--- config.mk ---
export PLATFORM = sky130hd
export DESIGN_NAME = poly_note_player_flat
export DESIGN_NICKNAME = d
export VERILOG_FILES = /design/src/rtl/poly_note_player_pkg.sv /design/src/rtl/poly_note_player_if.sv /design/src/rtl/poly_note_player_voice_slot.sv /design/src/rtl/poly_note_player.sv /design/src/flat_wrapper.sv
export SDC_FILE = /design/constraint.sdc
export NUM_CORES = 1
export LEC_CHECK = 0
export ABC_AREA = 1
export BUFFER_PORTS_ARGS = -buffer_cell sky130_fd_sc_hd__buf_2
export CAP_MARGIN = 40
export CELL_PAD_IN_SITES_DETAIL_PLACEMENT = 1
export CELL_PAD_IN_SITES_GLOBAL_PLACEMENT = 1
export CORE_MARGIN = 5
export CORE_UTILIZATION = 40
export DETAILED_ROUTE_END_ITERATION = 8
export PLACE_DENSITY_LB_ADDON = 0.1
export SYNTH_ARGS = -nofsm -noshare
export SYNTH_HDL_FRONTEND = slang
export SYNTH_SLANG_ARGS = --single-unit
--- constraint.sdc ---
create_clock -name clk -period 17.2 [get_ports clk]
set_clock_uncertainty 0.05 [all_clocks]
set_input_delay 3.44 -clock clk [delete_from_list [all_inputs] [get_ports clk]]
set_output_delay 3.44 -clock clk [all_outputs]
set_load 0.05 [all_outputs]
--- src/rtl/poly_note_player_pkg.sv ---
// Shared types, fixed-point split and ROM contents for the polyphonic note player.
// The ROM tables are generated by functions so both ROMs stay single-source.
package poly_note_player_pkg;

    localparam int FREQ_ROM_LAT = 1;
    localparam int SINE_ROM_LAT = 1;
    localparam int FRAC_W       = 10;
    localparam int SINE_HALF    = 512;

    typedef enum logic [1:0] {
        S_IDLE,
        S_ISSUE,
        S_DRAIN
    } sweep_state_e;

    // Phase step for a note: the note index in the integer part,
    // i.e. the sine address advances by `note` entries per sample.
    function automatic int freq_lut(int note);
        return note << FRAC_W;
    endfunction

    // 10-bit sine table: parabolic half-wave, negated in the upper half.
    // Peak is 32640 so the value always fits a signed 16-bit sample.
    function automatic int sine_lut(int addr);
        int x;
        int v;
        x = addr & (SINE_HALF - 1);
        v = (x * (SINE_HALF - 1 - x)) >>> 1;
        if ((addr & SINE_HALF) != 0) v = -v;
        return v;
    endfunction

endpackage

--- src/rtl/poly_note_player_if.sv ---
// Control/sample bus of the polyphonic note player.
// master: song reader/allocator + codec side; slave: the player.
interface poly_note_player_if #(
    parameter int NUM_VOICES = 4,
    parameter int NOTE_W     = 6,
    parameter int DUR_W      = 6,
    parameter int SAMPLE_W   = 16
);
    localparam int VW = $clog2(NUM_VOICES);

    logic                  play_enable;
    logic                  load_new_note;
    logic [VW-1:0]         voice_sel;
    logic [NOTE_W-1:0]     note_to_load;
    logic [DUR_W-1:0]      duration_to_load;
    logic                  beat;
    logic                  generate_next_sample;
    logic [NUM_VOICES-1:0] done_with_note;
    logic                  all_done;
    logic                  busy;
    logic                  overrun;
    logic [SAMPLE_W-1:0]   sample_out;
    logic                  new_sample_ready;

    modport master (
        output play_enable, load_new_note, voice_sel, note_to_load,
        output duration_to_load, beat, generate_next_sample,
        input  done_with_note, all_done, busy, overrun,
        input  sample_out, new_sample_ready
    );

    modport slave (
        input  play_enable, load_new_note, voice_sel, note_to_load,
        input  duration_to_load, beat, generate_next_sample,
        output done_with_note, all_done, busy, overrun,
        output sample_out, new_sample_ready
    );

endinterface

--- src/rtl/poly_note_player_voice_slot.sv ---
// One voice: note register, beat-counted duration, phase accumulator.
// Ports: load/note_in/dur_in, beat, advance/step in; note, phase, done out.
module voice_slot #(
    parameter int NOTE_W = 6,
    parameter int DUR_W  = 6,
    parameter int STEP_W = 20
) (
    input  logic              clk,
    input  logic              reset,
    input  logic              load,
    input  logic [NOTE_W-1:0] note_in,
    input  logic [DUR_W-1:0]  dur_in,
    input  logic              beat,
    input  logic              advance,
    input  logic [STEP_W-1:0] step,
    output logic [NOTE_W-1:0] note,
    output logic [STEP_W-1:0] phase,
    output logic              done
);

    logic [DUR_W-1:0] remaining;

    always_ff @(posedge clk or negedge reset) begin
        if (!reset) begin
            note      <= '0;
            remaining <= '0;
            phase     <= '0;
        end else begin
            // A load wins over a same-cycle beat; phase is kept so reloads are click-free.
            if (load) begin
                note      <= note_in;
                remaining <= dur_in;
            end else if (beat && remaining != '0) begin
                remaining <= remaining - 1'b1;
            end
            if (advance) phase <= phase + step;
        end
    end

    assign done = (remaining == '0);

endmodule

--- src/rtl/poly_note_player.sv ---
// Polyphonic note player: NUM_VOICES voices time-multiplexed over shared ROMs, mixed per request.
// Ports: clk, reset (async active-low), bus (slave modport: loads, beat, requests, sample out).
module poly_note_player
    import poly_note_player_pkg::*;
#(
    parameter int NUM_VOICES = 4,
    parameter int NOTE_W     = 6,
    parameter int DUR_W      = 6,
    parameter int STEP_W     = 20,
    parameter int SINE_AW    = 10,
    parameter int SAMPLE_W   = 16
) (
    input  logic clk,
    input  logic reset,
    poly_note_player_if.slave bus
);

    localparam int VW    = $clog2(NUM_VOICES);
    localparam int ACC_W = SAMPLE_W + VW;

    sweep_state_e state, state_nx;
    logic [VW-1:0] cnt, cnt_nx;
    logic issue, start, beat_en, last;

    logic [NOTE_W-1:0]     note_v  [NUM_VOICES];
    logic [STEP_W-1:0]     phase_v [NUM_VOICES];
    logic [NUM_VOICES-1:0] done_v;

    logic                       c1_vld, c2_vld;
    logic [VW-1:0]              c1_idx, c2_idx;
    logic [STEP_W-1:0]          step_q, phase_sum;
    logic [SINE_AW-1:0]         sine_addr;
    logic signed [SAMPLE_W-1:0] sine_q;
    logic signed [ACC_W-1:0]    acc, term, acc_sum, mix;
    logic [SAMPLE_W-1:0]        sample_q;
    logic                       ready_q, overrun_q;

    assign start   = bus.generate_next_sample && bus.play_enable && state == S_IDLE;
    assign beat_en = bus.beat && bus.play_enable;

    for (genvar v = 0; v < NUM_VOICES; v++) begin : g_voice
        voice_slot #(
            .NOTE_W (NOTE_W),
            .DUR_W  (DUR_W),
            .STEP_W (STEP_W)
        ) u_slot (
            .clk     (clk),
            .reset   (reset),
            .load    (bus.load_new_note && bus.voice_sel == VW'(v)),
            .note_in (bus.note_to_load),
            .dur_in  (bus.duration_to_load),
            .beat    (beat_en),
            .advance (c1_vld && c1_idx == VW'(v)),
            .step    (step_q),
            .note    (note_v[v]),
            .phase   (phase_v[v]),
            .done    (done_v[v])
        );
    end

    always_ff @(posedge clk or negedge reset) begin
        if (!reset) begin
            state <= S_IDLE;
            cnt   <= '0;
        end else begin
            state <= state_nx;
            cnt   <= cnt_nx;
        end
    end

    always_comb begin
        state_nx = state;
        cnt_nx   = cnt;
        issue    = 1'b0;
        unique case (state)
            S_IDLE: begin
                if (start) begin
                    state_nx = S_ISSUE;
                    cnt_nx   = '0;
                end
            end
            S_ISSUE: begin
                issue  = 1'b1;
                cnt_nx = cnt + 1'b1;
                if (cnt == VW'(NUM_VOICES - 1)) begin
                    state_nx = S_DRAIN;
                    cnt_nx   = '0;
                end
            end
            S_DRAIN: begin
                // Two cycles for the freq and sine ROM stages of the last voice.
                cnt_nx = cnt + 1'b1;
                if (cnt == VW'(1)) begin
                    state_nx = S_IDLE;
                    cnt_nx   = '0;
                end
            end
            default: state_nx = S_IDLE;
        endcase
    end

    // C1: new phase of the voice whose step just left the frequency ROM.
    assign phase_sum = phase_v[c1_idx] + step_q;
    assign sine_addr = phase_sum[STEP_W-1 -: SINE_AW];

    // C2: silence is decided on the duration as it stands now.
    assign term    = done_v[c2_idx] ? '0 : {{VW{sine_q[SAMPLE_W-1]}}, sine_q};
    assign acc_sum = acc + term;
    assign mix     = acc_sum >>> VW;
    assign last    = c2_vld && c2_idx == VW'(NUM_VOICES - 1);

    always_ff @(posedge clk or negedge reset) begin
        if (!reset) begin
            c1_vld    <= 1'b0;
            c2_vld    <= 1'b0;
            c1_idx    <= '0;
            c2_idx    <= '0;
            step_q    <= '0;
            sine_q    <= '0;
            acc       <= '0;
            sample_q  <= '0;
            ready_q   <= 1'b0;
            overrun_q <= 1'b0;
        end else begin
            c1_vld  <= issue;
            c1_idx  <= cnt;
            c2_vld  <= c1_vld;
            c2_idx  <= c1_idx;
            ready_q <= last;
            if (issue)  step_q <= STEP_W'(freq_lut(int'(note_v[cnt])));
            if (c1_vld) sine_q <= SAMPLE_W'(sine_lut(int'(sine_addr)));
            if (start)       acc <= '0;
            else if (c2_vld) acc <= acc_sum;
            if (last) sample_q <= mix[SAMPLE_W-1:0];
            if (bus.generate_next_sample && bus.play_enable && state != S_IDLE)
                overrun_q <= 1'b1;
        end
    end

    assign bus.done_with_note   = done_v;
    assign bus.all_done         = &done_v;
    assign bus.busy             = (state != S_IDLE);
    assign bus.overrun          = overrun_q;
    assign bus.sample_out       = sample_q;
    assign bus.new_sample_ready = ready_q;

endmodule

--- src/flat_wrapper.sv ---
// flat-port wrapper written by rule: the top's interface ports become plain ports
module poly_note_player_flat import poly_note_player_pkg::*;
#(
    parameter int NUM_VOICES = 4,
    parameter int NOTE_W     = 6,
    parameter int DUR_W      = 6,
    parameter int STEP_W     = 20,
    parameter int SINE_AW    = 10,
    parameter int SAMPLE_W   = 16
)
  (clk, reset, bus_play_enable, bus_load_new_note, bus_voice_sel, bus_note_to_load, bus_duration_to_load, bus_beat, bus_generate_next_sample, bus_done_with_note, bus_all_done, bus_busy, bus_overrun, bus_sample_out, bus_new_sample_ready);
  poly_note_player_if #(.NUM_VOICES(NUM_VOICES), .NOTE_W(NOTE_W), .DUR_W(DUR_W), .SAMPLE_W(SAMPLE_W)) bus_i ();
  input  logic clk;
  input  logic reset;
  input wire logic [$bits(bus_i.play_enable)-1:0] bus_play_enable;
  input wire logic [$bits(bus_i.load_new_note)-1:0] bus_load_new_note;
  input wire logic [$bits(bus_i.voice_sel)-1:0] bus_voice_sel;
  input wire logic [$bits(bus_i.note_to_load)-1:0] bus_note_to_load;
  input wire logic [$bits(bus_i.duration_to_load)-1:0] bus_duration_to_load;
  input wire logic [$bits(bus_i.beat)-1:0] bus_beat;
  input wire logic [$bits(bus_i.generate_next_sample)-1:0] bus_generate_next_sample;
  output wire logic [$bits(bus_i.done_with_note)-1:0] bus_done_with_note;
  output wire logic [$bits(bus_i.all_done)-1:0] bus_all_done;
  output wire logic [$bits(bus_i.busy)-1:0] bus_busy;
  output wire logic [$bits(bus_i.overrun)-1:0] bus_overrun;
  output wire logic [$bits(bus_i.sample_out)-1:0] bus_sample_out;
  output wire logic [$bits(bus_i.new_sample_ready)-1:0] bus_new_sample_ready;
  assign bus_i.play_enable = bus_play_enable;
  assign bus_i.load_new_note = bus_load_new_note;
  assign bus_i.voice_sel = bus_voice_sel;
  assign bus_i.note_to_load = bus_note_to_load;
  assign bus_i.duration_to_load = bus_duration_to_load;
  assign bus_i.beat = bus_beat;
  assign bus_i.generate_next_sample = bus_generate_next_sample;
  assign bus_done_with_note = bus_i.done_with_note;
  assign bus_all_done = bus_i.all_done;
  assign bus_busy = bus_i.busy;
  assign bus_overrun = bus_i.overrun;
  assign bus_sample_out = bus_i.sample_out;
  assign bus_new_sample_ready = bus_i.new_sample_ready;
  poly_note_player #(.NUM_VOICES(NUM_VOICES), .NOTE_W(NOTE_W), .DUR_W(DUR_W), .STEP_W(STEP_W), .SINE_AW(SINE_AW), .SAMPLE_W(SAMPLE_W)) u_core (.clk(clk), .reset(reset), .bus(bus_i));
endmodule
==> key figures <==
Outcome
  • Status: finished, final reports clean

GRT
  • Aggregate global routing overflow: 0
  • Antenna violations before repair: 0
  • GRT Total Usage: 0.199
  • Largest net degree at the start of global routing: 83
  • Vias in the first global route: 11.1k
  • Global-route wire length before repair: 55.6 mm

Synth
  • Syn Std Cell Area: 12300 um^2
  • Yosys reg bits: 156
  • Post-synthesis mux area share: 0
  • Most common library cells after synthesis: nand2_1 (387), inv_1 (254), dfrtp_1 (156)
  • Largest area contributor in the netlist: dfrtp_1
  • Top post-synthesis cells by area: dfrtp_1 (32%), ha_1 (12%), nand2_1 (12%), inv_1 (7.7%), fa_1 (7.1%)
  • Post-synthesis net count: 1784
  • Synth Area in Adders: 0.196
  • Yosys warns: 0
  • Asr flop ratio synth: 1.00
  • Distinct cell type count after synthesis: 54
  • Post-synthesis sequential area ratio: 0.317
  • Simple-gate share of the synthesized area: 0.234
  • Post-Synth XOR/XNOR Area: 0.0468
  • Most frequent cell after synthesis: nand2_1
  • Most used DFF post-synth: dfrtp_1
  • Largest family of logic cells by synthesized area: simple AND/OR/NAND/NOR gates
  • Synth top area share: 0.317
  • Post-synthesis cell count: 1597
  • Syn_area_per_cell: 7.72 um^2
  • EDFF count, synth: 0
  • Compound-Gate Fraction of Synth Area: 0.111

Clock network
  • CTS tree: done
  • # Post-CTS Setup Buffers: 0
  • TritonCTS Buffers: 17
  • Post-CTS Resized: 0
  • H-tree Lvls: 4
  • CTS root buffer: clkbuf_16
  • Clock Path Buffers: 2
  • Hold buffers post-CTS: 0
  • Clk sinks: 156
  • Clk_lat worst skew: 0.45 ns
  • CTS clk-pin slew, worst paths: 0.07 ns

Job
  • Max Cap Viol: 0

Placement
  • DP Worst Slack: 9.40 ns
  • GPL Wtd Cong: 0.820
  • Placed cell count: 2014
  • Dpl hpwl: 25.4 mm
  • I/O Buffers: 43

Timing
  • Worst-margin pin slew: 0.915 ns
  • Fmax: 129 MHz
  • Min Tclk post-route: 7.74 ns
  • Final worst slack: 9.46 ns
  • RSZ-0062 raised after global routing: false
  • Final Hold Fails: 0
  • Final setup viols: 0
  • Max Slew Vio Count: 0
  • Part of the cycle the worst path needs: 0.450
  • Slew headroom: 0.388
  • Setup TNS Final: 0 ns

Drt
  • Drt first pass iters: 4
  • Vias per Instance: 5.03
  • Average wire per standard cell: 15.8 um
  • Via Count: 10.3k
  • Routed Antenna Nets: 0
  • Starting DRT DRC Count: 362
  • Post-route DRC: 0
  • Final WL: 32.2 mm

Finish
  • Layout area overhead: 9.92%
  • Nets: 1824
  • Ant diodes: 0
  • Fillers: 3808
  • Final Instance Count excl. Fillers: 2046
  • Share of layout cells above drive strength 1: 0.0770

Critical path
  • Crit end category: flip-flop
  • Slowest cell on the critical path: fa_1
  • Largest stage delay on the critical path: 0.53 ns
  • CP required: 17.47 ns
  • Worst path most repeated cell: nand2_1
  • Reg2Reg Depth: 42
  • Worst EP arrival: 8.01 ns
  • Kind of critical path: flip-flop to flip-flop
  • Startpoint Class: flip-flop
  • Worst-path fanout max: 10

Floorplan
  • Initial Utilization: 0.404
  • Core area: 30500 um^2
  • Die extent in y: 186 um
  • Num rows: 64
  • Die width: 186 um
  • Die area: 34400 um^2
  • I/O pins: 44

Worst hold path
  • Worst Hold Depth: 1
  • Worst hold path type: flip-flop to flip-flop
metrics by stage:
step / hold WS (ns) / area (um^2) / utilization
3_3_place_gp: 0.400 / 12900 / 0.423
4_1_cts: 0.425 / 13600 / 0.444
6_report: 0.419 / 13600 / 0.444
2_1_floorplan: 0.329 / 12300 / -
5_1_grt: 0.436 / 13600 / 0.444
3_5_place_dp: 0.408 / 13000 / 0.426
layout by cell type (no fill, tap or decap), drive strengths merged, types with 2 or more instances in the layout:
master	count
o21ai	95
ha	123
a21oi	39
nand3	89
buf	50
a211oi	3
o31ai	5
nand3b	4
or2	3
xnor2	17
a21o	10
a22oi	11
nand2	396
a31o	2
clkinv	13
nor2	153
dfrtp	156
fa	44
inv	270
o21bai	5
o211ai	11
o221ai	15
a31oi	14
xor2	48
clkinvlp	2
nor3	24
a22o	2
o22ai	5
o311ai	3
clkbuf	19
nand4	15
layer usage:
metal / wire length [um] / share of wire / track usage / up-vias
met5: 0 / 0 / 0 / -
met4: 496 / 0.015 / 0.0472 / 0
met3: 518 / 0.016 / 0.0297 / 25
met2: 15600 / 0.48 / 0.340 / 61
met1: 15600 / 0.48 / 0.268 / 4994
li1: - / - / - / 5214
worst max-delay path, delay by kind of cell (launching register included):
family / cells / cell delay (ns)
adders and majority gates: 8 / 3.59
and+or+nand+nor: 19 / 1.89
buffers and inverters: 10 / 0.84
AOI/OAI and AO/OA: 5 / 0.77
DFF: 1 / 0.45
path summary, 6_finish.rpt:
kind | startpoint | end | slack [ns]
worst min-delay path | u_core.bus.overrun$_DFFE_PN0P_ | u_core.bus.overrun$_DFFE_PN0P_ | 0.42
worst min register to register | u_core.bus.overrun$_DFFE_PN0P_ | u_core.bus.overrun$_DFFE_PN0P_ | 0.42
min in group asynchronous | reset | u_core.g_voice[2].u_slot.phase[13]$_DFFE_PN0P_ | 2.74
max in group asynchronous | reset | u_core.sine_q[15]$_DFFE_PN0P_ | 13.10
worst max-delay path | u_core.c1_idx[1]$_DFF_PN0_ | u_core.sine_q[15]$_DFFE_PN0P_ | 9.46
worst max register to register | u_core.c1_idx[1]$_DFF_PN0_ | u_core.sine_q[15]$_DFFE_PN0P_ | 9.46
area by class of cell:
| cell class | count | area (um^2) | area share |
|---|---|---|---|
| inverters | 272 | 1020 | 0.0753 |
| clock buffers | 19 | 443 | 0.0327 |
| multi-input cells | 1140 | 7250 | 0.535 |
| clock inverters | 13 | 124 | 0.00914 |
| flip-flops and latches | 156 | 3900 | 0.288 |
| well taps | 396 | 495 | 0.0366 |
| repair buffers | 50 | 314 | 0.0232 |
sequential cells by signal (all words and copies together), names as in the netlist:
register and flops:
u_core.acc 18, u_core.c1_idx 2, u_core.c1_vld 1, u_core.bus.overrun 1, u_core.c2_vld 1, u_core.c2_idx 2, u_core.state 2, u_core.g_voice.u_slot.remaining 24
u_core.cnt 2, u_core.g_voice.u_slot.phase 40, u_core.g_voice.u_slot.note 24, u_core.sine_q 16, u_core.bus.sample_out 16, u_core.step_q 6, u_core.bus.new_sample_ready 1
cells by family after synthesis:
group           Yosys count
simple gates            685
xor+xnor                 65
flops                   156
fa+ha+maj               167
buf+inv                 301
compound gates          223
Power is left out: the tool's default activity adds up to more than one toggle a clock period on the data nets, which glitch-free logic cannot reach.
